==> src/rtl/fifo_ui_pkg.sv <==
// Shared types and defaults for the FIFO demo push-button front end.
package fifo_ui_pkg;

  typedef enum logic [1:0] {
    IDLE    = 2'd0,
    WR_HOLD = 2'd1,
    RD_HOLD = 2'd2
  } ui_state_e;

  typedef enum logic {
    GRANT_WR = 1'b0,
    GRANT_RD = 1'b1
  } grant_e;

  localparam int REPEAT_DELAY_DEF = 64;
  localparam int REPEAT_RATE_DEF  = 16;

endpackage

==> src/rtl/btn_edge_detect.sv <==
// Rising-edge detector for a debounced button level; the history register
// resets high so a button held through reset produces no event.
module btn_edge_detect (
  input  logic clk_i,
  input  logic rst_n_i,
  input  logic btn_i,
  output logic rise_o
);

  logic btn_q;

  always_ff @(posedge clk_i or negedge rst_n_i) begin
    if (!rst_n_i) btn_q <= 1'b1;
    else          btn_q <= btn_i;
  end

  assign rise_o = btn_i & ~btn_q;

endmodule

==> src/rtl/fifo_button_ctrl.sv <==
// Turns write/read button levels into guarded single-cycle FIFO strobes with
// tie arbitration and auto-repeat while a button is held.
module fifo_button_ctrl
  import fifo_ui_pkg::*;
#(
  parameter int REPEAT_DELAY = REPEAT_DELAY_DEF,
  parameter int REPEAT_RATE  = REPEAT_RATE_DEF,
  parameter int CNT_W        = 8
) (
  input  logic clk_from_divider,
  input  logic rst_n,
  input  logic wr_btn,
  input  logic rd_btn,
  input  logic fifo_full,
  input  logic fifo_empty,
  output logic wr_en,
  output logic rd_en,
  output logic ovf_err,
  output logic udf_err,
  output logic busy
);

  localparam logic [CNT_W-1:0] DELAY_LD = CNT_W'(REPEAT_DELAY - 1);
  localparam logic [CNT_W-1:0] RATE_LD  = CNT_W'(REPEAT_RATE - 1);

  logic wr_rise, rd_rise;

  btn_edge_detect u_wr_edge (
    .clk_i  (clk_from_divider),
    .rst_n_i(rst_n),
    .btn_i  (wr_btn),
    .rise_o (wr_rise)
  );

  btn_edge_detect u_rd_edge (
    .clk_i  (clk_from_divider),
    .rst_n_i(rst_n),
    .btn_i  (rd_btn),
    .rise_o (rd_rise)
  );

  ui_state_e        state_q, state_d;
  grant_e           last_grant_q, last_grant_d;
  logic [CNT_W-1:0] cnt_q, cnt_d;
  logic             wr_en_q, wr_en_d, rd_en_q, rd_en_d;
  logic             ovf_q, ovf_d, udf_q, udf_d, busy_q, busy_d;
  logic             do_wr, do_rd;

  always_ff @(posedge clk_from_divider or negedge rst_n) begin
    if (!rst_n) begin
      state_q      <= IDLE;
      last_grant_q <= GRANT_RD;
      cnt_q        <= '0;
      wr_en_q      <= 1'b0;
      rd_en_q      <= 1'b0;
      ovf_q        <= 1'b0;
      udf_q        <= 1'b0;
      busy_q       <= 1'b0;
    end else begin
      state_q      <= state_d;
      last_grant_q <= last_grant_d;
      cnt_q        <= cnt_d;
      wr_en_q      <= wr_en_d;
      rd_en_q      <= rd_en_d;
      ovf_q        <= ovf_d;
      udf_q        <= udf_d;
      busy_q       <= busy_d;
    end
  end

  always_comb begin
    state_d      = state_q;
    last_grant_d = last_grant_q;
    cnt_d        = cnt_q;
    do_wr        = 1'b0;
    do_rd        = 1'b0;

    unique case (state_q)
      IDLE: begin
        // A tie goes to the side that did not win the previous tie.
        if (wr_rise && rd_rise) begin
          if (last_grant_q == GRANT_RD) begin
            do_wr        = 1'b1;
            last_grant_d = GRANT_WR;
          end else begin
            do_rd        = 1'b1;
            last_grant_d = GRANT_RD;
          end
        end else if (wr_rise) begin
          do_wr = 1'b1;
        end else if (rd_rise) begin
          do_rd = 1'b1;
        end
        if (do_wr) begin
          state_d = WR_HOLD;
          cnt_d   = DELAY_LD;
        end else if (do_rd) begin
          state_d = RD_HOLD;
          cnt_d   = DELAY_LD;
        end
      end
      WR_HOLD: begin
        if (!wr_btn) begin
          state_d = IDLE;
          cnt_d   = '0;
        end else if (cnt_q == '0) begin
          do_wr = 1'b1;
          cnt_d = RATE_LD;
        end else begin
          cnt_d = cnt_q - CNT_W'(1);
        end
      end
      RD_HOLD: begin
        if (!rd_btn) begin
          state_d = IDLE;
          cnt_d   = '0;
        end else if (cnt_q == '0) begin
          do_rd = 1'b1;
          cnt_d = RATE_LD;
        end else begin
          cnt_d = cnt_q - CNT_W'(1);
        end
      end
      default: begin
        state_d = IDLE;
        cnt_d   = '0;
      end
    endcase

    wr_en_d = do_wr & ~fifo_full;
    ovf_d   = do_wr &  fifo_full;
    rd_en_d = do_rd & ~fifo_empty;
    udf_d   = do_rd &  fifo_empty;
    busy_d  = (state_d != IDLE);
  end

  assign wr_en   = wr_en_q;
  assign rd_en   = rd_en_q;
  assign ovf_err = ovf_q;
  assign udf_err = udf_q;
  assign busy    = busy_q;

endmodule

==> config.mk <==
export PLATFORM = sky130hd
export DESIGN_NAME = fifo_button_ctrl
export DESIGN_NICKNAME = d
export VERILOG_FILES = /design/src/rtl/fifo_ui_pkg.sv /design/src/rtl/btn_edge_detect.sv /design/src/rtl/fifo_button_ctrl.sv
export SDC_FILE = /design/constraint.sdc
export NUM_CORES = 1
export LEC_CHECK = 0
export CAP_MARGIN = 20
export CORE_MARGIN = 2
export CORE_UTILIZATION = 35
export DETAILED_ROUTE_END_ITERATION = 6
export RECOVER_POWER = 25
export SLEW_MARGIN = 20
export SYNTH_ARGS = -nofsm -noshare
export SYNTH_HDL_FRONTEND = slang
export SYNTH_SLANG_ARGS = --single-unit
==> constraint.sdc <==
create_clock -name clk_from_divider -period 4.5 [get_ports clk_from_divider]
set_clock_uncertainty 0.2 [all_clocks]
set_input_delay 1.35 -clock clk_from_divider [delete_from_list [all_inputs] [get_ports clk_from_divider]]
set_output_delay 1.35 -clock clk_from_divider [all_outputs]
set_load 0.01 [all_outputs]
======== Yosys cells after proc, flatten, opt, wreduce, memory -nomap -nowiden ========
Cells that the tools add are included.
word-level totals
  register bits after elaboration ......... 18
  latch bits .............................. 0
  memory bits (writable) .................. 0
  bits in read-only memories .............. 0
  input port bits ......................... 6
  logic and storage cells ................. 54
  memories ................................ 0
operators by class
  add/subtract/negate cells ............... 1
  $mul .................................... 0
  divide/modulo/power cells ............... 0
  $lt $le $gt $ge ......................... 0
  equality and inequality tests ........... 3
  shifts and indexed selects .............. 0
  multiplexer cells ....................... 25
  bitwise logic cells ..................... 10
  reduce and logical (&&, ||, !) cells .... 5
operator list
  kind                                                                count
  8-bit two-way mux                                                   5
  8-bit one-hot mux with 3 select lines                               1
  1-bit two-way mux                                                   12
  8-bit logical NOT                                                   1
  2-bit two-way mux                                                   4
  8-bit by 1-bit subtractor with 8-bit output, second input constant  1
  1-bit AND                                                           6
  2-bit one-hot mux with 3 select lines                               1
  1-bit inverter                                                      4
  1-bit one-hot mux with 2 select lines                               2
  3-bit != test, second input constant                                1
  2-bit by 1-bit == test with 1-bit output, second input constant     1
  2-bit == test, second input constant                                1
  2-bit logical NOT                                                   1
  2-bit AND reduction                                                 1
  2-bit nonzero test                                                  1
  1-bit logical AND                                                   1

======== Logic depth before layout (Yosys ltp) ========
Gate-level depths: netlist (run 1).
  word-level depth ........................ 10
  mapped depth ............................ 6

======== Hierarchy ========
A second synthesis (run 1) with hierarchy kept.
second synthesis, totals
  cell total of the unflattened synthesis .. 88
  area total of the unflattened synthesis .. 970.9 um2
by module, submodules not included
  module            instances  cells an instance  area an instance (um2)  sequential area each (um2)
  fifo_button_ctrl  1          84                 890.9                   401.6
  btn_edge_detect   2          2                  40.0                    26.3

======== Worst setup path before layout (run 1) ========
Ideal clock, no wire load.
  path type ............................... in2reg
  start point ............................. input wr_btn
  end point ............................... register cnt_q[6]
  data arrival time ....................... 2202 ps
  slack ................................... 2016 ps
  stages .................................. 4
  path buffers ............................ 0
  path through ............................ nor2b_1 or2_1 or3_1 a31oi_1
on the way
  word-level cells in the longest chain between the ends .. 6
ends and longest elaborated chain
  what                                                           RTL line                                        RTL
  start, declared                                                fifo_button_ctrl.sv:12                          input logic wr_btn,
  1-bit AND                                                      btn_edge_detect.sv:17                           assign rise_o = btn_i & ~btn_q;
  1-bit two-way mux / 1-bit logical AND (equally long branches)  fifo_button_ctrl.sv:89, fifo_button_ctrl.sv:81
  1-bit two-way mux                                              fifo_button_ctrl.sv:81                          if (wr_rise && rd_rise) begin
  1-bit two-way mux                                              fifo_button_ctrl.sv:78                          unique case (state_q)
  8-bit two-way mux                                              fifo_button_ctrl.sv:94                          if (do_wr) begin
  8-bit one-hot mux with 3 select lines                          fifo_button_ctrl.sv:78
  end signal, assigned                                           fifo_button_ctrl.sv:62                          cnt_q <= cnt_d;
  end, declared                                                  fifo_button_ctrl.sv:44                          logic [CNT_W-1:0] cnt_q, cnt_d;
Several ways; a longest one is shown, not always the timed one. The select of a mux whose other input is x is not followed.
A chain may end at the register's enable or synchronous reset.

======== Worst setup path after layout (run 1) ========
  start point ............................. input rd_btn
  end point ............................... register cnt_q[7]
on the way
  word-level cells in the longest chain between the ends .. 6
ends and longest elaborated chain
  what                                                                                            RTL line                                        RTL
  start, declared                                                                                 fifo_button_ctrl.sv:13                          input logic rd_btn,
  1-bit AND                                                                                       btn_edge_detect.sv:17
  1-bit two-way mux / 1-bit logical AND (equally long branches)                                   fifo_button_ctrl.sv:91, fifo_button_ctrl.sv:81
  1-bit two-way mux (on tied branches)                                                            fifo_button_ctrl.sv:89, fifo_button_ctrl.sv:81
  1-bit two-way mux (on tied branches)                                                            fifo_button_ctrl.sv:81, fifo_button_ctrl.sv:78
  1-bit two-way mux / 8-bit two-way mux (equally long branches)                                   fifo_button_ctrl.sv:78, fifo_button_ctrl.sv:94
  3-bit != test (no source line) / 8-bit one-hot mux with 3 select lines (equally long branches)  -
Several ways; a longest one is shown, not always the timed one. The select of a mux whose other input is x is not followed.

==> results of run 1 <==
==> critical path: stages <==
cell and delay (ns):
dlygate4sd3_1 0.60, nor2b_1 0.16, or2_1 0.27, or3_1 0.35, a31oi_1 0.18
==> kinds of logic (layout without fill, tap and decap cells) <==
logic type                 count (synthesis)  in the layout  synth area share (%)
adders and majority gates                  2              2                 2.652
and+or+nand+nor                           36             36                 24.40
AOI/OAI and AO/OA                         23             23                 17.51
DFF                                       18             18                 48.14
buffers and inverters                      7             18                 4.773
xor gates and xnor gates                   1              1                0.9286
muxes                                      1              1                 1.591
==> path summary, 6_finish.rpt <==
kind | endpoint | slack, ns | cells after the start
worst max-delay path | cnt_q[7] | 1.62 | 5
worst min-delay path | last_grant_q | 0.31 | 1
worst max register to register | udf_err | 2.63 | 4
worst min register to register | last_grant_q | 0.31 | 1
max in group asynchronous | state_q[1] | 2.24 | 1
min in group asynchronous | cnt_q[7] | 1.36 | 1
==> area by class of cell <==
type                    instances  share of cell area (%)
well taps                      30                   3.452
inverters                       4                   1.381
multi-input cells              63                   40.85
flip-flops and latches         18                   41.77
repair buffers                 10                   9.206
clock buffers                   4                   3.337
==> power breakdown <==
group          internal [mW]  switching (mW)  leakage (nW)
clock                 0.0493          0.0513        0.0210
sequential             0.201          0.0476         0.221
combinational         0.0632          0.0658         0.203
==> layout by cell type (no fill, tap or decap), types with 3 or more instances in the layout <==
cell	count
nand3_1	4
dlygate4sd3_1	3
o22ai_1	3
nand2_1	6
nor3_1	3
nor2_1	3
a31oi_1	3
dfstp_2	3
nor2b_1	4
o21ai_0	3
inv_1	4
a21oi_1	3
clkdlybuf4s50_1	7
clkbuf_4	3
dfrtp_1	15
==> through the flow <==
stage / hold slack, ns / area (um^2) / power (mW)
after global routing: 0.3372 / 1087 / 0.5116
after floorplan: 0.2534 / 943.4 / 0.3485
after CTS: 0.3112 / 1087 / 0.4809
after detailed placement: 0.2927 / 1051 / 0.3810
after global placement: 0.2842 / 1051 / 0.3776
final: 0.3077 / 1087 / 0.4779
==> metal layers <==
metal	track usage, %	share of wire, %	up-vias	wire, um
li1	-	-	350	-
met2	17.86	45	14	761
met3	2.093	2.5	4	43
met5	0	0	-	0
met1	17.50	50	331	863
met4	8.163	2.3	0	40
==> flip-flops by register name, indices dropped and copies added, names as in the netlist <==
| register | flops |
|---|---|
| cnt_q | 8 |
| state_q | 2 |
| busy | 1 |
| last_grant_q | 1 |
| ovf_err | 1 |
| rd_en | 1 |
| u_rd_edge.btn_q | 1 |
| u_wr_edge.btn_q | 1 |
| udf_err | 1 |
| wr_en | 1 |
==> results.yml, run 1 <==
grt:
  grt_max_degree: 19
  grt_overflow: 0
  grt_pass1_vias: 664
  antenna_found_initial: 0
  track_usage_pct: 12.55
  grt_pass1_wl_mm: 3.049
power_and_ir_drop:
  cellLeakagePower_nw: 0.4448
  vdd_drop_max_v: 0.0002331
  powerDensity_nw_per_um2: 439.5
finish:
  nNetsFinal: 108
  utilization_pct: 43.11
  final_cells: 129
  syn2layout_area_growth_pct: 15.25
  fillCellCount: 245
  seqCellArea_um2: 454.2
  multiInputGateArea_um2: 444.2
  layout-drive-gt1-share_pct: 13.13
  num_antenna_cells: 0
timing:
  tightest_slew_ns: 0.7808
  final.setup.tns_ns: 0
  fin_crit_sh_pct: 63.94
  hold_violations: 0
  fin_ws_ns: 1.623
  drv_slew: 0
  finalSetupViolCount: 0
  max_clock_freq_mhz: 347.5
  maxSlewHeadroom_pct: 47.78
  grt_setup_unrepaired: "no"
  fin_crit_ns: 2.877
run_status:
  status: "completed"
clock_tree:
  clk_latency_ns: 0.30
  cts_hold_buffers: 0
  post_cts_buffers: 0
  cts.sinks: 18
  clockBufferDepth: 2
  path_clk_slew_ns: 0.11
  cts_buffers: 3
  cts_resized: 0
  clockRootBuffer: "clkbuf_4"
  htreeDepth: 1
  cts_tree: "done"
synth:
  synth_area_leader_cell: "dfrtp_1"
  yosys-top-cells-area: "dfrtp_1, dfstp_2, ha_1"
  ys_types: 40
  netlist.area_leader.share_pct: 39.79
  synth_edf_count: 0
  yosysSeqAreaShare_pct: 48.14
  synth_fp_nets: 96
  syn_inst: 88
  ys_seq_elements: 18
  synth.avg_cell_area_um2: 10.72
  ys_top_cells_by_count: "dfrtp_1, nand2_1, inv_1, nand3_1, nor2b_1"
  synth.most_common_cell: "dfrtp_1"
  synth.cell_area_um2: 943.4
  synth_flop_cell: "dfrtp_1"
  postSynth.asyncResetShare_pct: 100.0
  synth_warnings: 0
die:
  start_util_pct: 37.40
  core_um2: 2522
  die_w_um: 55.92
  die_y_um: 55.92
  die_area_um2: 3126
  num_io_pins: 11
  rows: 18
worst_setup_path:
  critPathKind: "in2reg"
  cp.required_ns: 4.53
  end_kind: "flip-flop"
  worstReg2RegStart: "cnt_q[4]"
  startpoint: "rd_btn"
  crit_arrival_ns: 2.91
  start_kind: "input port"
  crit_fanout: 5
hold_path:
  hold_class: "reg2reg"
  min_from: "last_grant_q"
route:
  via_count: 699
  remaining_drc_errors: 0
  antenna_left: 0
  wl_per_cell_um: 13.25
  wl_mm: 1.709
  dr.pass1.iters: 4
  drtIter0Drc: 7
  viasPerCell: 5.419
placed_design:
  gp_routability_congestion: 0.7926
  placed_cells: 125
  io_buffers: 10
  place_hpwl_mm: 1.253
  pre_cts_slack_ns: 1.402
run:
  maxCapViolCount: 0
Power figures use the tool's default switching activity.
==> run 2, diff against run 1 <==
Clock period 4.5 ns to 2.4 ns, I/O delays scaled along.
==> run 2 against run 1 <==
Net effect: largest cell class unchanged; critical path depth unchanged; cell count up 5.4%; clock power up 85%; first-iteration DRC count up 14%; highest routed layer unchanged; sequential cell count unchanged; largest power group unchanged.
==> results.yml, run 2 (synthesis results as in run 1) <==
grt:
  grt_overflow: 0
  grt_pass1_vias: 765
  grt_max_degree: 19
  track_usage_pct: 13.43
  grt_pass1_wl_mm: 3.367
  antenna_found_initial: 0
finish:
  final_cell_mix: "dfrtp_1, clkdlybuf4s50_1, nand2_1, buf_4"
  largestRegisters: "cnt_q: 8 flops, state_q: 2 flops"
  final_cells: 136
  layout-drive-gt1-share_pct: 17.92
  num_antenna_cells: 0
  final_area_um2: 1136
  fillCellCount: 257
  nNetsFinal: 115
  largest_reg_flops: 8
  syn2layout_area_growth_pct: 20.42
  layout_commonest_cell: "dfrtp_1"
  largest_register: "cnt_q"
placed_design:
  placed_area_um2: 1104
  gp_routability_congestion: 0.7665
  io_buffers: 10
  place_hpwl_mm: 1.370
  placed_cells: 132
route:
  drtIter0Drc: 8
  dr.pass1.iters: 4
  remaining_drc_errors: 0
  viasPerCell: 5.419
  wl_mm: 1.769
  via_count: 737
  antenna_left: 0
  wl_per_cell_um: 13.01
worst_setup_path:
  crit_fanout: 5
  crit_path_top_delay_cell: "clkdlybuf4s50_1"
  crit_arrival_ns: 2.12
  cp.required_ns: 2.38
  end_kind: "flip-flop"
  start_kind: "input port"
  cpPeakStageDelay_ns: 0.53
  critPathKind: "in2reg"
  cp_cell_sequence: "clkdlybuf4s50_1 -> nor3b_1 -> nor2_1 -> o211a_1 -> or2_2"
timing:
  tightest_slew_ns: 0.9477
  finalSetupViolCount: 0
  fin_crit_ns: 2.135
  hold_violations: 0
  drv_slew: 0
  grt_setup_unrepaired: "no"
  fin_crit_sh_pct: 88.94
  max_clock_freq_mhz: 468.5
  maxSlewHeadroom_pct: 36.82
die:
  core_um2: 2522
  die_area_um2: 3126
  die_w_um: 55.92
  num_io_pins: 11
  die_y_um: 55.92
  start_util_pct: 37.40
  rows: 18
clock_tree:
  cts_resized: 0
  cts_buffers: 3
  clockRootBuffer: "clkbuf_4"
  cts_tree: "done"
  clockBufferDepth: 2
  cts.sinks: 18
  htreeDepth: 1
  post_cts_buffers: 0
  clk_latency_ns: 0.29
  path_clk_slew_ns: 0.10
  cts_hold_buffers: 0
power_and_ir_drop:
  powerDensity_nw_per_um2: 795.6
  cellLeakagePower_nw: 0.4742
  finalPower_uw: 903.8
  vdd_drop_max_v: 0.0004730
run_status:
  status: "completed"
hold_path:
  hold_class: "reg2reg"
run:
  maxCapViolCount: 0
[run 2: changes by cell type in the layout (fill, tap and decap cells not counted)]
cell,previous run,this run
buf_4,0,6
clkdlybuf4s50_1,7,9
dlygate4sd3_1,3,1
clkbuf_1,0,1
[run 2: final cells by class]
type | count | area (um^2) | area share [%]
clock buffer | 4 | 36.28 | 3.194
inverter | 4 | 15.01 | 1.322
multi-input combinational | 63 | 444.2 | 39.10
sequential | 18 | 454.2 | 39.98
tap | 30 | 37.54 | 3.304
timing repair buffer | 17 | 148.9 | 13.11
[run 2: metal layers]
layer,GRT usage (%),share of wire [%],up-vias
li1,-,-,362
met1,16.94,44,353
met2,22.62,50,17
met3,1.395,3.5,5
met4,7.143,2.7,0
met5,0,0,-
[run 2: path summary, 6_finish.rpt]
| path | startpoint | end | slack, ns | cells after the start |
|---|---|---|---|---|
| worst max-delay path | rd_btn | busy | 0.27 | 5 |
| worst min register to register | cnt_q[7] | cnt_q[7] | 0.31 | 1 |
| max in group asynchronous | rst_n | cnt_q[7] | 0.55 | 2 |
| worst min-delay path | cnt_q[7] | cnt_q[7] | 0.31 | 1 |
| worst max register to register | cnt_q[4] | udf_err | 0.53 | 4 |
| min in group asynchronous | rst_n | cnt_q[1] | 0.87 | 2 |
[run 2: power breakdown]
group          switching (mW)  internal, mW
Clock                  0.0949        0.0924
Combinational           0.122         0.129
Sequential             0.0890         0.376
Total                   0.306         0.598
[run 2: critical path: cells and delay by family]
kind	cells	cell delay [ns]
simple gates	3	0.64
buf+inv	1	0.53
compound gates	1	0.22
[run 2: per-stage QoR]
step	TNS (ns)	utilization, %	setup WS [ns]	hold WS, ns
floorplan	0	-	0.5463	0.2244
global placement	0	43.75	0.005427	0.2878
detailed placement	-0.1304	43.75	-0.05131	0.2882
CTS	0	45.19	0.2649	0.3102
global route	0	45.04	0.1486	0.3354
finish	0	45.04	0.2653	0.3091
==> run 3, diff against run 2 <==
Settings changed: CORE_MARGIN 2 to 8, SLEW_MARGIN 20 to 5.
==> run 3 against run 2 <==
Net effect: first-iteration DRC count grew to 2.6 times the previous value; global-route usage shrank 4.9 points; cell count up 0.74%; sequential power about the same; design area is 0.11% higher; register-to-register slack hardly changed; via count fell by 2.6%; critical path type unchanged.
==> results.yml, run 3 (synthesis results as in run 1) <==
run_status:
  status: "completed"
worst_setup_path:
  worst-path-buf-inv: 1
  worst_path_dominant_cell_family: "simple AND/OR/NAND/NOR gates"
  cp_cell_sequence: "clkdlybuf4s50_1 -> nor2b_1 -> or2_1 -> or3_1 -> a31oi_1"
  critPathKind: "in2reg"
  crit_arrival_ns: 2.14
  cp.required_ns: 2.43
  end_kind: "flip-flop"
  crit_path_top_delay_cell: "clkdlybuf4s50_1"
  crit_fanout: 5
  start_kind: "input port"
  cpPeakStageDelay_ns: 0.47
die:
  die_w_um: 67.92
  core_um2: 2663
  num_io_pins: 11
  start_util_pct: 35.43
  rows: 19
  die_area_um2: 4612
  die_y_um: 67.92
clock_tree:
  cts_tree: "done"
  path_clk_slew_ns: 0.10
  cts_resized: 0
  clockRootBuffer: "clkbuf_4"
  cts_buffers: 3
  clockBufferDepth: 2
  cts.sinks: 18
  post_cts_buffers: 0
  cts_hold_buffers: 0
  clk_latency_ns: 0.29
  htreeDepth: 1
route:
  via_count: 718
  wl_per_cell_um: 13.10
  wl_mm: 1.795
  drtIter0Drc: 21
  dr.pass1.iters: 4
  antenna_left: 0
  remaining_drc_errors: 0
  viasPerCell: 5.241
grt:
  grt_pass1_vias: 679
  antenna_found_initial: 0
  grt_max_degree: 19
  grt_overflow: 0
  grt_pass1_wl_mm: 3.022
  track_usage_pct: 8.561
hold_path:
  hold_class: "reg2reg"
finish:
  num_antenna_cells: 0
  final_cell_mix: "dfrtp_1, clkdlybuf4s50_1, nand2_1, buf_4"
  syn2layout_area_growth_pct: 20.56
  nNetsFinal: 115
  largestRegisters: "cnt_q: 8 flops, state_q: 2 flops"
  largest_register: "cnt_q"
  utilization_pct: 42.72
  layout_commonest_cell: "dfrtp_1"
  final_area_um2: 1137
  fillCellCount: 255
  largest_reg_flops: 8
  layout-drive-gt1-share_pct: 17.92
placed_design:
  place_hpwl_mm: 1.352
  io_buffers: 10
  gp_routability_congestion: 0.8175
  placed_area_um2: 1105
power_and_ir_drop:
  finalPower_uw: 906.7
  vdd_drop_max_v: 0.0003886
  cellLeakagePower_nw: 0.4742
  powerDensity_nw_per_um2: 797.2
run:
  maxCapViolCount: 0
timing:
  hold_violations: 0
  finalSetupViolCount: 0
  hold-worst-slack_ns: 0.3081
  fin_crit_ns: 2.110
  max_clock_freq_mhz: 473.9
  maxSlewHeadroom_pct: 36.33
  tightest_slew_ns: 0.9551
  fin_crit_sh_pct: 87.93
  drv_slew: 0
  grt_setup_unrepaired: "no"
## run 3: cell counts in the layout (fill, tap and decap cells not counted)
No cell type changed its count.
## run 3: final timing paths
path	startpoint	endpoint	slack, ns	depth (start not counted)
max reg2reg	cnt_q[4]	udf_err	0.54	4
min reg2reg	cnt_q[7]	cnt_q[7]	0.31	1
max in group asynchronous	rst_n	cnt_q[1]	0.55	2
max	rd_btn	cnt_q[7]	0.29	5
min	cnt_q[7]	cnt_q[7]	0.31	1
min in group asynchronous	rst_n	cnt_q[6]	0.87	2
## run 3: layout make-up
| type | instances | area, um^2 | share of cell area, % |
|---|---|---|---|
| repair buffers | 17 | 148.9 | 13.09 |
| multi-input cells | 63 | 444.2 | 39.05 |
| flip-flops and latches | 18 | 454.2 | 39.93 |
| clock buffers | 4 | 36.28 | 3.190 |
| well taps | 31 | 38.79 | 3.410 |
| inverters | 4 | 15.01 | 1.320 |
## run 3: metrics by stage
step / setup WS, ns / setup TNS, ns / std cells
2_1_floorplan: 0.5463 / 0 / 88
3_3_place_gp: 0.009551 / 0 / 133
3_5_place_dp: -0.03607 / -0.07858 / 133
4_1_cts: 0.2934 / 0 / 137
5_1_grt: 0.2193 / 0 / 137
6_report: 0.2897 / 0 / 137
## run 3: per-layer routing
layer | up-vias | routed length [um] | global-route usage (%)
li1 | 361 | - | -
met1 | 344 | 851 | 10.95
met2 | 9 | 850 | 12.78
met3 | 4 | 47 | 1.964
met4 | 0 | 45 | 5.371
met5 | - | 0 | 0
## run 3: power by group
part | switching, mW | internal (mW) | leakage, nW
clock network | 0.0946 | 0.0925 | 0.0210
registers | 0.0889 | 0.376 | 0.221
logic | 0.124 | 0.130 | 0.232
